[src/rtl/fetch_queue_unit_if.sv]
// ---------------------------------------------------------------------------
// fetch_queue_unit_if
//   Bundles the signals of the instruction-fetch front end that face the
//   instruction cache, the branch unit and decode.
//
//   master : the fetch unit itself
//            drives icache_req/icache_addr and the decode-side head
//            (instr_valid/instr/instr_pc).
//            Receives icache_rvalid/icache_rdata, the redirect
//            (redir_valid/redir_pc) and instr_ready.
//   slave  : the environment (cache + branch unit + decode), directions
//            mirrored.
// ---------------------------------------------------------------------------
interface fetch_queue_unit_if #(
  parameter int AW = 10,
  parameter int IW = 32
);
  logic          icache_req;
  logic [AW-1:0] icache_addr;
  logic          icache_rvalid;
  logic [IW-1:0] icache_rdata;
  logic          redir_valid;
  logic [AW-1:0] redir_pc;
  logic          instr_valid;
  logic [IW-1:0] instr;
  logic [AW-1:0] instr_pc;
  logic          instr_ready;

  modport master (
    output icache_req, icache_addr, instr_valid, instr, instr_pc,
    input  icache_rvalid, icache_rdata, redir_valid, redir_pc, instr_ready
  );

  modport slave (
    input  icache_req, icache_addr, instr_valid, instr, instr_pc,
    output icache_rvalid, icache_rdata, redir_valid, redir_pc, instr_ready
  );
endinterface

[src/rtl/fetch_queue_unit.sv]
// ---------------------------------------------------------------------------
// fetch_queue_unit
//   Instruction-fetch front end. Owns the fetch PC, issues one-word requests
//   to the instruction cache (at most one in flight) and buffers returned
//   instructions in a DEPTH-entry prefetch queue that decode drains with a
//   valid/ready handshake. A branch redirect flushes the queue, reloads the
//   PC and discards any response still in flight.
//
//   Ports:
//     Clk          clock, all state on the rising edge
//     Rst          synchronous active-high reset
//     start        one-cycle pulse, IDLE -> RUN
//     bus          fetch_queue_unit_if.master
//                    icache_req/icache_addr     request strobe + address
//                    icache_rvalid/icache_rdata response for the request
//                    redir_valid/redir_pc       branch redirect
//                    instr_valid/instr/instr_pc queue head towards decode
//                    instr_ready                decode accepts the head
//     instr_count  number of instructions accepted by decode (wraps)
// ---------------------------------------------------------------------------
module fetch_queue_unit #(
  parameter int            AW       = 10,
  parameter int            IW       = 32,
  parameter int            DEPTH    = 4,
  parameter logic [AW-1:0] RESET_PC = '0,
  parameter int            PC_STEP  = 1
) (
  input  logic                      Clk,
  input  logic                      Rst,
  input  logic                      start,
  fetch_queue_unit_if.master        bus,
  output logic [31:0]               instr_count
);

  localparam int PW = $clog2(DEPTH);
  localparam int CW = PW + 1;

  typedef enum logic {
    IDLE = 1'b0,
    RUN  = 1'b1
  } state_t;

  state_t          state_reg;
  logic [AW-1:0]   fetch_pc_reg;
  logic [AW-1:0]   req_addr_reg;     // address of the request in flight
  logic            outstanding_reg;
  logic            drop_reg;         // next response belongs to a stale path
  logic [PW-1:0]   head_reg;
  logic [PW-1:0]   tail_reg;
  logic [CW-1:0]   count_reg;
  logic [31:0]     instr_count_reg;

  // Small register-file queue, read asynchronously so the head is visible
  // in the same cycle that count_reg says it is valid.
  logic [AW-1:0]   entry_pc    [DEPTH];
  logic [IW-1:0]   entry_instr [DEPTH];

  logic            rsp_accept;
  logic            push;
  logic            pop;
  logic            issue;
  logic [CW-1:0]   occ_next;

  always_comb begin
    // Responses only count while a request is actually in flight; stale
    // strobes (e.g. after a reset mid-fetch) fall through here.
    rsp_accept = bus.icache_rvalid && outstanding_reg;
    push       = rsp_accept && !drop_reg && !bus.redir_valid;
    // A redirect flushes the queue, so a handshake that cycle is void.
    pop        = (count_reg != '0) && bus.instr_ready && !bus.redir_valid;
    occ_next   = count_reg + CW'(push) - CW'(pop);
    // A response arriving this cycle frees the single in-flight slot, which
    // is what allows one fetch per cycle from a 1-cycle cache.
    issue      = !Rst && (state_reg == RUN) && !bus.redir_valid && !drop_reg &&
                 (!outstanding_reg || bus.icache_rvalid) &&
                 (occ_next < CW'(DEPTH));
  end

  assign bus.icache_req  = issue;
  assign bus.icache_addr = issue ? fetch_pc_reg : '0;
  assign bus.instr_valid = (count_reg != '0);
  assign bus.instr       = (count_reg != '0) ? entry_instr[head_reg] : '0;
  assign bus.instr_pc    = (count_reg != '0) ? entry_pc[head_reg]    : '0;
  assign instr_count     = instr_count_reg;

  // Control state, PC, in-flight tracking and queue pointers.
  always_ff @(posedge Clk) begin
    if (Rst) begin
      state_reg       <= IDLE;
      fetch_pc_reg    <= RESET_PC;
      req_addr_reg    <= '0;
      outstanding_reg <= 1'b0;
      drop_reg        <= 1'b0;
      head_reg        <= '0;
      tail_reg        <= '0;
      count_reg       <= '0;
      instr_count_reg <= '0;
    end else begin
      if ((state_reg == IDLE) && start) begin
        state_reg <= RUN;
      end

      if (bus.redir_valid) begin
        fetch_pc_reg <= bus.redir_pc;
      end else if (issue) begin
        fetch_pc_reg <= fetch_pc_reg + AW'(PC_STEP);
      end

      if (issue) begin
        req_addr_reg    <= fetch_pc_reg;
        outstanding_reg <= 1'b1;
      end else if (rsp_accept) begin
        outstanding_reg <= 1'b0;
      end

      // A redirect with a request still pending marks its response for
      // discard; the response itself (redirected or not) clears the mark.
      if (rsp_accept) begin
        drop_reg <= 1'b0;
      end else if (bus.redir_valid && outstanding_reg) begin
        drop_reg <= 1'b1;
      end

      if (bus.redir_valid) begin
        head_reg  <= '0;
        tail_reg  <= '0;
        count_reg <= '0;
      end else begin
        if (push) begin
          tail_reg <= tail_reg + PW'(1);
        end
        if (pop) begin
          head_reg <= head_reg + PW'(1);
        end
        count_reg <= occ_next;
      end

      if (pop) begin
        instr_count_reg <= instr_count_reg + 32'd1;
      end
    end
  end

  // Queue storage: written at the tail on push, no reset needed since
  // count_reg masks stale contents.
  always_ff @(posedge Clk) begin
    if (push) begin
      entry_pc[tail_reg]    <= req_addr_reg;
      entry_instr[tail_reg] <= bus.icache_rdata;
    end
  end

endmodule

[src/flat_wrapper.sv]
// flat-port wrapper written by rule: the top's interface ports become plain ports
module fetch_queue_unit_flat 
#(
  parameter int            AW       = 10,
  parameter int            IW       = 32,
  parameter int            DEPTH    = 4,
  parameter logic [AW-1:0] RESET_PC = '0,
  parameter int            PC_STEP  = 1
)
  (Clk, Rst, start, instr_count, bus_icache_req, bus_icache_addr, bus_instr_valid, bus_instr, bus_instr_pc, bus_icache_rvalid, bus_icache_rdata, bus_redir_valid, bus_redir_pc, bus_instr_ready);
  fetch_queue_unit_if #(.AW(AW), .IW(IW)) bus_i ();
  input  logic Clk;
  input  logic Rst;
  input  logic start;
  output logic [31:0] instr_count;
  output wire logic [$bits(bus_i.icache_req)-1:0] bus_icache_req;
  output wire logic [$bits(bus_i.icache_addr)-1:0] bus_icache_addr;
  output wire logic [$bits(bus_i.instr_valid)-1:0] bus_instr_valid;
  output wire logic [$bits(bus_i.instr)-1:0] bus_instr;
  output wire logic [$bits(bus_i.instr_pc)-1:0] bus_instr_pc;
  input wire logic [$bits(bus_i.icache_rvalid)-1:0] bus_icache_rvalid;
  input wire logic [$bits(bus_i.icache_rdata)-1:0] bus_icache_rdata;
  input wire logic [$bits(bus_i.redir_valid)-1:0] bus_redir_valid;
  input wire logic [$bits(bus_i.redir_pc)-1:0] bus_redir_pc;
  input wire logic [$bits(bus_i.instr_ready)-1:0] bus_instr_ready;
  assign bus_icache_req = bus_i.icache_req;
  assign bus_icache_addr = bus_i.icache_addr;
  assign bus_instr_valid = bus_i.instr_valid;
  assign bus_instr = bus_i.instr;
  assign bus_instr_pc = bus_i.instr_pc;
  assign bus_i.icache_rvalid = bus_icache_rvalid;
  assign bus_i.icache_rdata = bus_icache_rdata;
  assign bus_i.redir_valid = bus_redir_valid;
  assign bus_i.redir_pc = bus_redir_pc;
  assign bus_i.instr_ready = bus_instr_ready;
  fetch_queue_unit #(.AW(AW), .IW(IW), .DEPTH(DEPTH), .RESET_PC(RESET_PC), .PC_STEP(PC_STEP)) u_core (.Clk(Clk), .Rst(Rst), .start(start), .bus(bus_i), .instr_count(instr_count));
endmodule
[config.mk]
export PLATFORM = sky130hd
export DESIGN_NAME = fetch_queue_unit_flat
export DESIGN_NICKNAME = d
export VERILOG_FILES = /design/src/rtl/fetch_queue_unit_if.sv /design/src/rtl/fetch_queue_unit.sv /design/src/flat_wrapper.sv
export SDC_FILE = /design/constraint.sdc
export NUM_CORES = 1
export LEC_CHECK = 0
export BUFFER_PORTS_ARGS = -buffer_cell sky130_fd_sc_hd__buf_2
export CAP_MARGIN = 40
export CORE_ASPECT_RATIO = 0.75
export CORE_MARGIN = 1.5
export CORE_UTILIZATION = 35
export DETAILED_ROUTE_END_ITERATION = 8
export GPL_TIMING_DRIVEN = 0
export SLEW_MARGIN = 30
export SYNTH_ARGS = -nofsm -noshare
export SYNTH_HDL_FRONTEND = slang
export SYNTH_SLANG_ARGS = --single-unit
[constraint.sdc]
create_clock -name Clk -period 9.9 [get_ports Clk]
set_input_delay 2.475 -clock Clk [delete_from_list [all_inputs] [get_ports Clk]]
set_output_delay 2.475 -clock Clk [all_outputs]
set_load 0.01 [all_outputs]
# Yosys cells after proc, flatten, opt, wreduce, memory -nomap -nowiden

Memory sizes are Yosys's and may differ from the RTL's. A register that Yosys moved wholly into a read port is not among the register bits.
Cells that the tools add are included.

Output and inout port bits: 86
Word-level logic and storage cells: 54
Bits in writable memories: 168
Bits of input ports: 48
Memories kept: 2
Register bits after elaboration: 62

Memory list:

| name               | words | bits a word | rd ports | clocked after Yosys merged registers in | wr ports | line                   | text |
|---|---|---|---|---|---|---|---|
| u_core.entry_instr | 4     | 32          | 1        | 1                                       | 1        | fetch_queue_unit.sv:56 | `logic [IW-1:0] entry_instr [DEPTH];` |
| u_core.entry_pc    | 4     | 10          | 1        | 1                                       | 1        | fetch_queue_unit.sv:55 | `logic [AW-1:0] entry_pc [DEPTH];` |

Multiplexer cells: 13
Magnitude comparators: 1
Add/subtract/negate cells: 6
Reduce and logical (&&, ||, !) cells: 22
Bitwise operators: 1

Operators by type and width:

| kind                                                             | count |
|---|---|
| 10-bit two-way mux                                               | 4 |
| 32-bit by 1-bit adder with 32-bit output (second input constant) | 1 |
| 32-bit two-way mux                                               | 1 |
| 1-bit logical AND                                                | 12 |
| 10-bit by 1-bit adder with 10-bit output (second input constant) | 1 |
| 2-bit two-way mux                                                | 4 |
| 2-bit by 1-bit adder with 2-bit output (second input constant)   | 2 |
| 1-bit zero test                                                  | 4 |
| 1-bit two-way mux                                                | 4 |
| 2-bit nonzero test                                               | 2 |
| 2-bit OR reduction                                               | 2 |
| 3-bit by 1-bit adder with 3-bit output                           | 1 |
| 3-bit < comparator (second input constant)                       | 1 |
| 3-bit nonzero test                                               | 1 |
| 3-bit by 1-bit subtractor with 3-bit output                      | 1 |
| 1-bit logical OR                                                 | 1 |
| 1-bit inverter                                                   | 1 |

# Logic depth before layout (Yosys ltp)

Gate-level depths: netlist of run 1.

Word-level depth: 9
Mapped depth: 15
Mapped depth without buffers: 14

# Least setup slack after synthesis of run 1

No wires, ideal clock.

Path kind: input to output
From: input port bus_instr_ready
To: output port bus_icache_addr[4]
Buffers on the path: 2
Stages: 14
Setup slack: 2422 ps
Required time: 7425 ps
Arrival: 5003 ps
Cell sequence: nor2b_1 > and2_1 > clkbuf_1 > ha_1 > inv_1 > ha_1 > inv_1 > fa_1 > xor3_1 > or4_4 > clkinv_2 > buf_12 > nand2_2 > inv_1

Cells in the longest elaborated chain, start to end: 6

RTL lines:

| element                                     | line                   | text |
|---|---|---|
| start, declared                             | flat_wrapper.sv:25     | `input wire logic [$bits(bus_i.instr_ready)-1:0] bus_instr_ready;` |
| 1-bit logical AND (2 in a row)              | fetch_queue_unit.sv:70 | `pop = (count_reg != '0) && bus.instr_ready && !bus.redir_valid;` |
| via u_core.pop                              | fetch_queue_unit.sv:60 | `logic pop;` |
| 3-bit by 1-bit subtractor with 3-bit output | fetch_queue_unit.sv:71 | `occ_next = count_reg + CW'(push) - CW'(pop);` |
| 3-bit < comparator                          | fetch_queue_unit.sv:76 | `(occ_next < CW'(DEPTH));` |
| 1-bit logical AND                           | fetch_queue_unit.sv:75 | `(!outstanding_reg \|\| bus.icache_rvalid) &&` |
| via bus_icache_req                          | flat_wrapper.sv:16     | `output wire logic [$bits(bus_i.icache_req)-1:0] bus_icache_req;` |
| 10-bit two-way mux                          | fetch_queue_unit.sv:80 | `assign bus.icache_addr = issue ? fetch_pc_reg : '0;` |
| end, declared                               | flat_wrapper.sv:17     | `output wire logic [$bits(bus_i.icache_addr)-1:0] bus_icache_addr;` |

The timed path passes the listed nets, and every way through them passes these cells.

# Worst setup path after layout of run 1

From: input port bus_redir_valid
To: output port bus_icache_addr[4]

Elaborated cells between the ends (all ways): 11
Those cells by class: add/sub (2); order compare (1); mux (1); reduce/logical (7)

RTL lines:

| element                                     | line                   | text |
|---|---|---|
| start, declared                             | flat_wrapper.sv:23     | `input wire logic [$bits(bus_i.redir_valid)-1:0] bus_redir_valid;` |
| 1-bit zero test                             | fetch_queue_unit.sv:70 |  |
| 1-bit logical AND                           | fetch_queue_unit.sv:70 |  |
| via u_core.pop                              | fetch_queue_unit.sv:60 |  |
| 3-bit by 1-bit subtractor with 3-bit output | fetch_queue_unit.sv:71 |  |
| 3-bit < comparator                          | fetch_queue_unit.sv:76 |  |
| 1-bit logical AND                           | fetch_queue_unit.sv:75 |  |
| 10-bit two-way mux                          | fetch_queue_unit.sv:80 |  |

The timed path passes the listed nets, and every way through them passes these cells.

==> results.sh, run 1 <==
export IMPL_utilization=0.434
export IMPL_syn_area_sq_mm=0.00938
export IMPL_min_path_type="register to register"
export IMPL_p_per_area_mw_per_mm2=175
export IMPL_area_growth_syn_to_layout_pct=21.2
export IMPL_drc=0
export IMPL_place_port_buffers=133
export IMPL_finalSetupTns_ns=0
export IMPL_peakVddDrop_mv=0.121
export IMPL_setup_viol=0
export IMPL_hold_viol_final=0
export IMPL_htreeDepth=1
export IMPL_end_kind="primary output"
export IMPL_tightestPinTransition_ns=0.705
export IMPL_synthesis_instances=616
export IMPL_r2r_start="u_core.count_reg[1]$_SDFF_PP0_"
export IMPL_endpoint="bus_icache_addr[4]"
export IMPL_num_io_pins=134
export IMPL_dp_cells=1098
export IMPL_outcome="complete, no violations"
export IMPL_synthArstFlopShare=0
export IMPL_yosysTopAreaCell="edfxtp_1"
export IMPL_hold_start="u_core.fetch_pc_reg[8]$_SDFFE_PP0P_"
export IMPL_synth_area_per_cell_sq_um=15.2
export IMPL_path_clk_slew_ns=0.06
export IMPL_fp_dieH_microns=145
export IMPL_synth_common_cells="168 x edfxtp_1, 64 x dfxtp_1, 47 x and2_1, 47 x nor2_1, 42 x mux4_2"
export IMPL_vias=5440
export IMPL_grt_usage=0.138
export IMPL_ys_ff_latch=232
export IMPL_largest_register_ffs=128
export IMPL_netlist_top_cells_area="edfxtp_1 54%, dfxtp_1 14%, mux4_2 10%"
export IMPL_design_area_sq_mm=0.0114
export IMPL_cp_arrival_ns=5.46
export IMPL_drtIter0Drc=274
export IMPL_leakagePower_nw=4.16
export IMPL_post_cts_buffers=0
export IMPL_rr_worst_depth=14
export IMPL_critPathKind="input pin to primary output"
export IMPL_rrSetupSlack_ns=5.94
export IMPL_cts_sink_count=232
export IMPL_viasPerCell=4.76
export IMPL_syn_nets=673
export IMPL_critPathLaunch="bus_redir_valid"
export IMPL_grt_pass1_vias=5352
export IMPL_ant_nets=0
export IMPL_fin_crit_ns=7.93
export IMPL_dieArea_sq_mm=0.0278
export IMPL_yosysUniqueCellTypes=50
export IMPL_routedWlPerCell_microns=16.7
export IMPL_synth_top_area_share=0.538
export IMPL_fin_nets=838
export IMPL_fp_dieW_microns=192
export IMPL_maxCapViolCount=0
export IMPL_grt_max_degree=26
export IMPL_ctsRootBufferMaster="clkbuf_16"
export IMPL_num_rows=51
export IMPL_rsz0062_at_grt="no"
export IMPL_setup_ws_ns=1.97
export IMPL_grt_pass1_wl_mm=29.7
export IMPL_clock_skew_ns=0.00933
export IMPL_synth_main_ff_cell="edfxtp_1"
export IMPL_ys_seq_area_frac=0.674
export IMPL_cts_buffers_inserted=24
export IMPL_drive_above_1_share=0.323
export IMPL_fmax_mhz=126
export IMPL_final_cell_count_no_fill=1143
export IMPL_core_area_sq_mm=0.0262
export IMPL_synth_edf_count=168
export IMPL_cp_start_kind="input pin"
export IMPL_start_util=0.358
export IMPL_gp_congestion=0.759
export IMPL_cts_tree="built"
export IMPL_r2r_end="u_core.req_addr_reg[3]$_SDFFE_PP0P_"
export IMPL_cp_required_ns=7.43
export IMPL_cp_max_fo=10
export IMPL_place_ws_ns=1.97
export IMPL_insertion_delay_ns=0.51
export IMPL_ctsResizeCount=0
export IMPL_grt_overflow=0
export IMPL_period_share=0.801
export IMPL_yosysMostFrequentCell="edfxtp_1"
export IMPL_hpwlAfterDp_mm=12.8
export IMPL_ys_warn_count=0
export IMPL_relSlewSlack=0.530
export IMPL_routed_wl_mm=19.1
export IMPL_cts_hold_buf=0
export IMPL_drv_slew=0
export IMPL_antenna_found_initial=2
export IMPL_placed_cell_area_sq_mm=0.0106
export IMPL_cts_path_max_buffers=3
export IMPL_drt_pass1_iter_count=6
routing by layer:
metal | share of wire | track usage
met1 | 0.48 | 0.201
met2 | 0.44 | 0.211
met3 | 0.068 | 0.0299
met4 | 0.018 | 0.0302
met5 | 0.00068 | 0
placed cells by master (no fill, tap or decap), types with 8 or more instances in the layout:
cell type / n
a21oi_2: 8
inv_1: 24
dfxtp_1: 64
clkbuf_16: 25
mux4_2: 42
and2_1: 43
xor2_1: 19
clkbuf_1: 22
nand2_2: 9
nand4_1: 10
nand2_1: 25
nand3_1: 15
xnor2_1: 16
nor2_1: 47
buf_2: 138
edfxtp_1: 168
ha_1: 8
a21oi_1: 15
worst max-delay path, cell delays in order:
cell and delay, ns:
buf_2 0.15, nor2b_1 0.17, and2_1 0.14, clkbuf_1 0.26
ha_1 0.29, inv_1 0.06, ha_1 0.13, inv_1 0.04
fa_1 0.36, xor3_1 0.27, or4_4 0.58, clkinv_2 0.12
buf_12 0.14, nand2_2 0.08, inv_1 0.06, buf_2 0.12
cell type report:
| cell class | count | area [sq um] |
|---|---|---|
| Fill cell | 2432 | 14800 |
| Antenna cell | 1 | 2.50 |
| Timing Repair Buffer | 139 | 756 |
| Clock inverter | 15 | 150 |
| Tap cell | 344 | 430 |
| Clock buffer | 28 | 637 |
| Multi-Input combinational cell | 331 | 2840 |
| Sequential cell | 232 | 6330 |
| Inverter | 26 | 98.8 |
| Buffer | 27 | 123 |
where the power goes:
group	total [mW]	leakage (nW)	switching, mW	internal [mW]
Combinational	0.0425	1.74	0.0251	0.0174
Clock	0.900	0.382	0.363	0.537
Sequential	1.05	2.03	0.00541	1.04
Total	1.99	4.16	0.393	1.60
stage by stage:
stage	hold WS, ns	power (mW)
2_1_floorplan	0.439	1.09
3_3_place_gp	0.465	1.11
3_5_place_dp	0.473	1.11
4_1_cts	0.481	2.02
5_1_grt	0.500	2.06
6_report	0.477	1.99
logic make-up (layout without fill, tap and decap cells):
logic type / Yosys count / count (layout) / synth area share
compound gates: 38 / 38 / 0.0271
xor+xnor: 36 / 36 / 0.0352
fa+ha+maj: 9 / 9 / 0.0128
buf+inv: 53 / 235 / 0.0236
flops: 232 / 232 / 0.674
mux: 46 / 46 / 0.105
other cells: 0 / 1 / 0
simple gates: 202 / 202 / 0.122
how the worst min path moves through the flow:
stage / slack, ns / end / depth (start not counted)
finish: 0.48 / u_core.req_addr_reg[8]$_SDFFE_PP0P_ / 2
global route: 0.50 / u_core.req_addr_reg[8]$_SDFFE_PP0P_ / 2
CTS: 0.48 / u_core.req_addr_reg[8]$_SDFFE_PP0P_ / 2
detailed placement: 0.47 / u_core.req_addr_reg[8]$_SDFFE_PP0P_ / 2
global placement: 0.46 / u_core.instr_count[31]$_SDFFE_PP0P_ / 2
floorplan: 0.44 / u_core.state_reg$_SDFFE_PP0P_ / 2
Note: power is estimated with default switching activity, not from simulation.
==> inputs of run 2 (changes only) <==
--- a/config.mk
+++ b/config.mk
@@ -5,6 +5,7 @@
 export SDC_FILE = /design/constraint.sdc
 export NUM_CORES = 1
 export LEC_CHECK = 0
+export ABC_AREA = 1
 export BUFFER_PORTS_ARGS = -buffer_cell sky130_fd_sc_hd__buf_2
 export CAP_MARGIN = 40
 export CORE_ASPECT_RATIO = 0.75
==> constraint.sdc (replaced) <==
create_clock -name Clk -period 6.6 [get_ports Clk]
set_input_delay 1.65 -clock Clk [delete_from_list [all_inputs] [get_ports Clk]]
set_output_delay 1.65 -clock Clk [all_outputs]
set_load 0.01 [all_outputs]
==> run 2 against run 1 <==
Against the previous run: combinational power increased by 64%; setup slack got worse by 1.3 ns; core utilization increased by 0.24 points; clock skew increased by 0.013 ns; sequential power increased by 50%; critical endpoint is now bus_icache_addr[9]; highest routed layer is now met4.
==> results.sh, run 2 <==
export IMPL_synth_compound_area_frac=0.0919
export IMPL_cp_buffers_inverters=10
export IMPL_synth_top_area_share=0.509
export IMPL_gp_congestion=0.861
export IMPL_synth_xor_area_frac=0.0133
export IMPL_hpwlAfterDp_mm=17.1
export IMPL_synthesis_instances=1022
export IMPL_worstPathCellList="buf_2 -> inv_1 -> nand2_1 -> inv_1 -> nand2_4 -> inv_2 -> buf_2 -> ha_1 -> inv_1 -> ha_1 -> inv_1 -> fa_1 -> nand2_1 -> nand2_1 -> nor2_1 -> buf_2 -> nand2_1 -> inv_1 -> buf_2"
export IMPL_yosysMostFrequentCell="nor2_1"
export IMPL_synth_common_cells="238 x nor2_1, 168 x edfxtp_1, 137 x nand2_1"
export IMPL_cts_hold_buf=0
export IMPL_synth_edf_count=168
export IMPL_period_share=0.896
export IMPL_synthMuxAreaShare=0
export IMPL_ctsResizeCount=0
export IMPL_end_kind="primary output"
export IMPL_ys_seq_area_frac=0.638
export IMPL_fp_dieH_microns=149
export IMPL_syn_nets=1079
export IMPL_fp_dieW_microns=197
export IMPL_largest_register_ffs=128
export IMPL_cp_max_fo=10
export IMPL_ctsRootBufferMaster="clkbuf_16"
export IMPL_cp_required_ns=4.95
export IMPL_outcome="complete, no violations"
export IMPL_routedWlPerCell_microns=15.4
export IMPL_ys_warn_count=0
export IMPL_netlist_top_cells_area="edfxtp_1 51%, dfxtp_1 13%, nor2_1 9.0%"
export IMPL_synth_area_per_cell_sq_um=9.69
export IMPL_ys_ff_latch=232
export IMPL_synthSimpleGateAreaFrac=0.191
export IMPL_maxCapViolCount=0
export IMPL_syn_area_sq_mm=0.00991
export IMPL_grt_pass1_wl_mm=37.3
export IMPL_path_depth=19
export IMPL_drive_above_1_share=0.180
export IMPL_num_io_pins=134
export IMPL_dieArea_sq_mm=0.0293
export IMPL_drtIter0Drc=573
export IMPL_fin_crit_ns=5.91
export IMPL_utilization=0.437
export IMPL_critPathTopFamily="buffers and inverters"
export IMPL_synthArstFlopShare=0
export IMPL_place_port_buffers=132
export IMPL_relSlewSlack=0.549
export IMPL_drt_pass1_iter_count=5
export IMPL_hold_viol_final=0
export IMPL_critPathKind="input pin to primary output"
export IMPL_cts_tree="built"
export IMPL_rr_worst_depth=20
export IMPL_slowest_delay_ns=0.44
export IMPL_clock_skew_ns=0.0227
export IMPL_core_area_sq_mm=0.0279
export IMPL_peakVddDrop_mv=0.199
export IMPL_insertion_delay_ns=0.53
export IMPL_holdPathStages=2
export IMPL_rsz0062_at_grt="no"
export IMPL_grt_usage=0.163
export IMPL_area_growth_syn_to_layout_pct=23.1
export IMPL_antenna_found_initial=2
export IMPL_yosysUniqueCellTypes=31
export IMPL_grt_pass1_vias=6610
export IMPL_ant_nets=0
export IMPL_cpMaxStageDelayCell="fa_1"
export IMPL_finalSetupTns_ns=0
export IMPL_synth_main_ff_cell="edfxtp_1"
export IMPL_viasPerCell=4.65
export IMPL_grt_max_degree=20
export IMPL_post_cts_buffers=0
export IMPL_fin_nets=1248
export IMPL_synth_adder_area_share=0.0121
export IMPL_grt_overflow=0
export IMPL_yosysTopAreaCell="edfxtp_1"
export IMPL_drv_slew=0
export IMPL_path_clk_slew_ns=0.06
export IMPL_tightestPinTransition_ns=0.675
export IMPL_fmax_mhz=169
export IMPL_routed_wl_mm=24.5
export IMPL_setup_viol=0
export IMPL_leakagePower_nw=4.83
export IMPL_cts_sink_count=232
export IMPL_min_path_type="register to register"
export IMPL_num_rows=53
export IMPL_start_util=0.355
export IMPL_htreeDepth=1
export IMPL_cts_buffers_inserted=25
export IMPL_final_common_cell="nor2_1"
export IMPL_cp_arrival_ns=4.26
export IMPL_cts_path_max_buffers=3
export IMPL_cp_start_kind="input pin"
export IMPL_final_cell_mix="234 x nor2_1, 168 x edfxtp_1, 148 x buf_2, 137 x nand2_1, 95 x o21ai_0"
export IMPL_vias=7424
export IMPL_hold_worst_slack_ns=0.461
export IMPL_crit_top_cell="inv_1"
export IMPL_synth_top_family_by_area="simple AND/OR/NAND/NOR gates"
export IMPL_p_per_area_mw_per_mm2=254
export IMPL_drc=0
run 2: layout make-up:
type | instances | area (sq um)
plain buffers | 47 | 204
repair buffers | 142 | 911
clock inverters | 9 | 163
flip-flops and latches | 232 | 6330
well taps | 385 | 482
clock buffers | 37 | 694
fillers | 2704 | 15700
multi-input cells | 656 | 3080
diodes | 2 | 5.00
inverters | 87 | 327
run 2: report_power, final:
group / internal (mW) / total [mW] / leakage [nW] / switching (mW)
clock: 0.891 / 1.46 / 0.423 / 0.566
sequential: 1.56 / 1.57 / 1.96 / 0.00651
combinational: 0.0247 / 0.0699 / 2.45 / 0.0452
run 2: metrics by stage:
step	cell area [sq um]	cells	power [mW]	setup slack, ns
6_report	12200	1597	3.10	0.687
2_1_floorplan	9910	1022	1.63	1.34
5_1_grt	12200	1596	3.19	0.454
3_5_place_dp	11300	1549	1.67	0.699
3_3_place_gp	11100	1539	1.67	0.555
4_1_cts	12200	1595	3.13	0.694
run 2: layer usage:
layer | GRT usage | vias up | wire [microns]
li1 | - | 3754 | -
met1 | 0.250 | 3416 | 11900
met2 | 0.238 | 223 | 10500
met3 | 0.0270 | 31 | 1540
met4 | 0.0412 | 0 | 500
met5 | 0 | - | 0
run 2: final timing paths:
kind | startpoint | end | slack, ns
worst min register to register | u_core.head_reg[1]$_SDFFE_PP0P_ | u_core.head_reg[1]$_SDFFE_PP0P_ | 0.46
worst max-delay path | bus_redir_valid | bus_icache_addr[9] | 0.69
worst max register to register | u_core.count_reg[1]$_SDFF_PP0_ | u_core.fetch_pc_reg[9]$_SDFFE_PP0P_ | 3.52
worst min-delay path | u_core.head_reg[1]$_SDFFE_PP0P_ | u_core.head_reg[1]$_SDFFE_PP0P_ | 0.46
run 2: cell families (layout without fill, tap and decap cells):
logic type	after synthesis	after routing
AO/OA/AOI/OAI	181	181
XOR/XNOR	15	15
adder cells (fa/ha/maj)	9	9
buffers and inverters	134	322
flip-flops	232	232
other	0	2
AND/OR/NAND/NOR	451	451
run 2: worst reg2reg max path: stages, from the launching register on:
cell and delay [ns]:
dfxtp_1 0.36, buf_2 0.20, nor2_2 0.06, nand2_4 0.10, nand2_4 0.06, inv_2 0.07, buf_2 0.24, ha_1 0.27
inv_1 0.05, ha_1 0.14, inv_1 0.05, fa_1 0.45, xor2_1 0.17, nand2_1 0.06, nand2_1 0.06, nand2_1 0.14
buf_2 0.26, nand3_1 0.11, nand3_1 0.09, nand2_1 0.05, inv_1 0.06
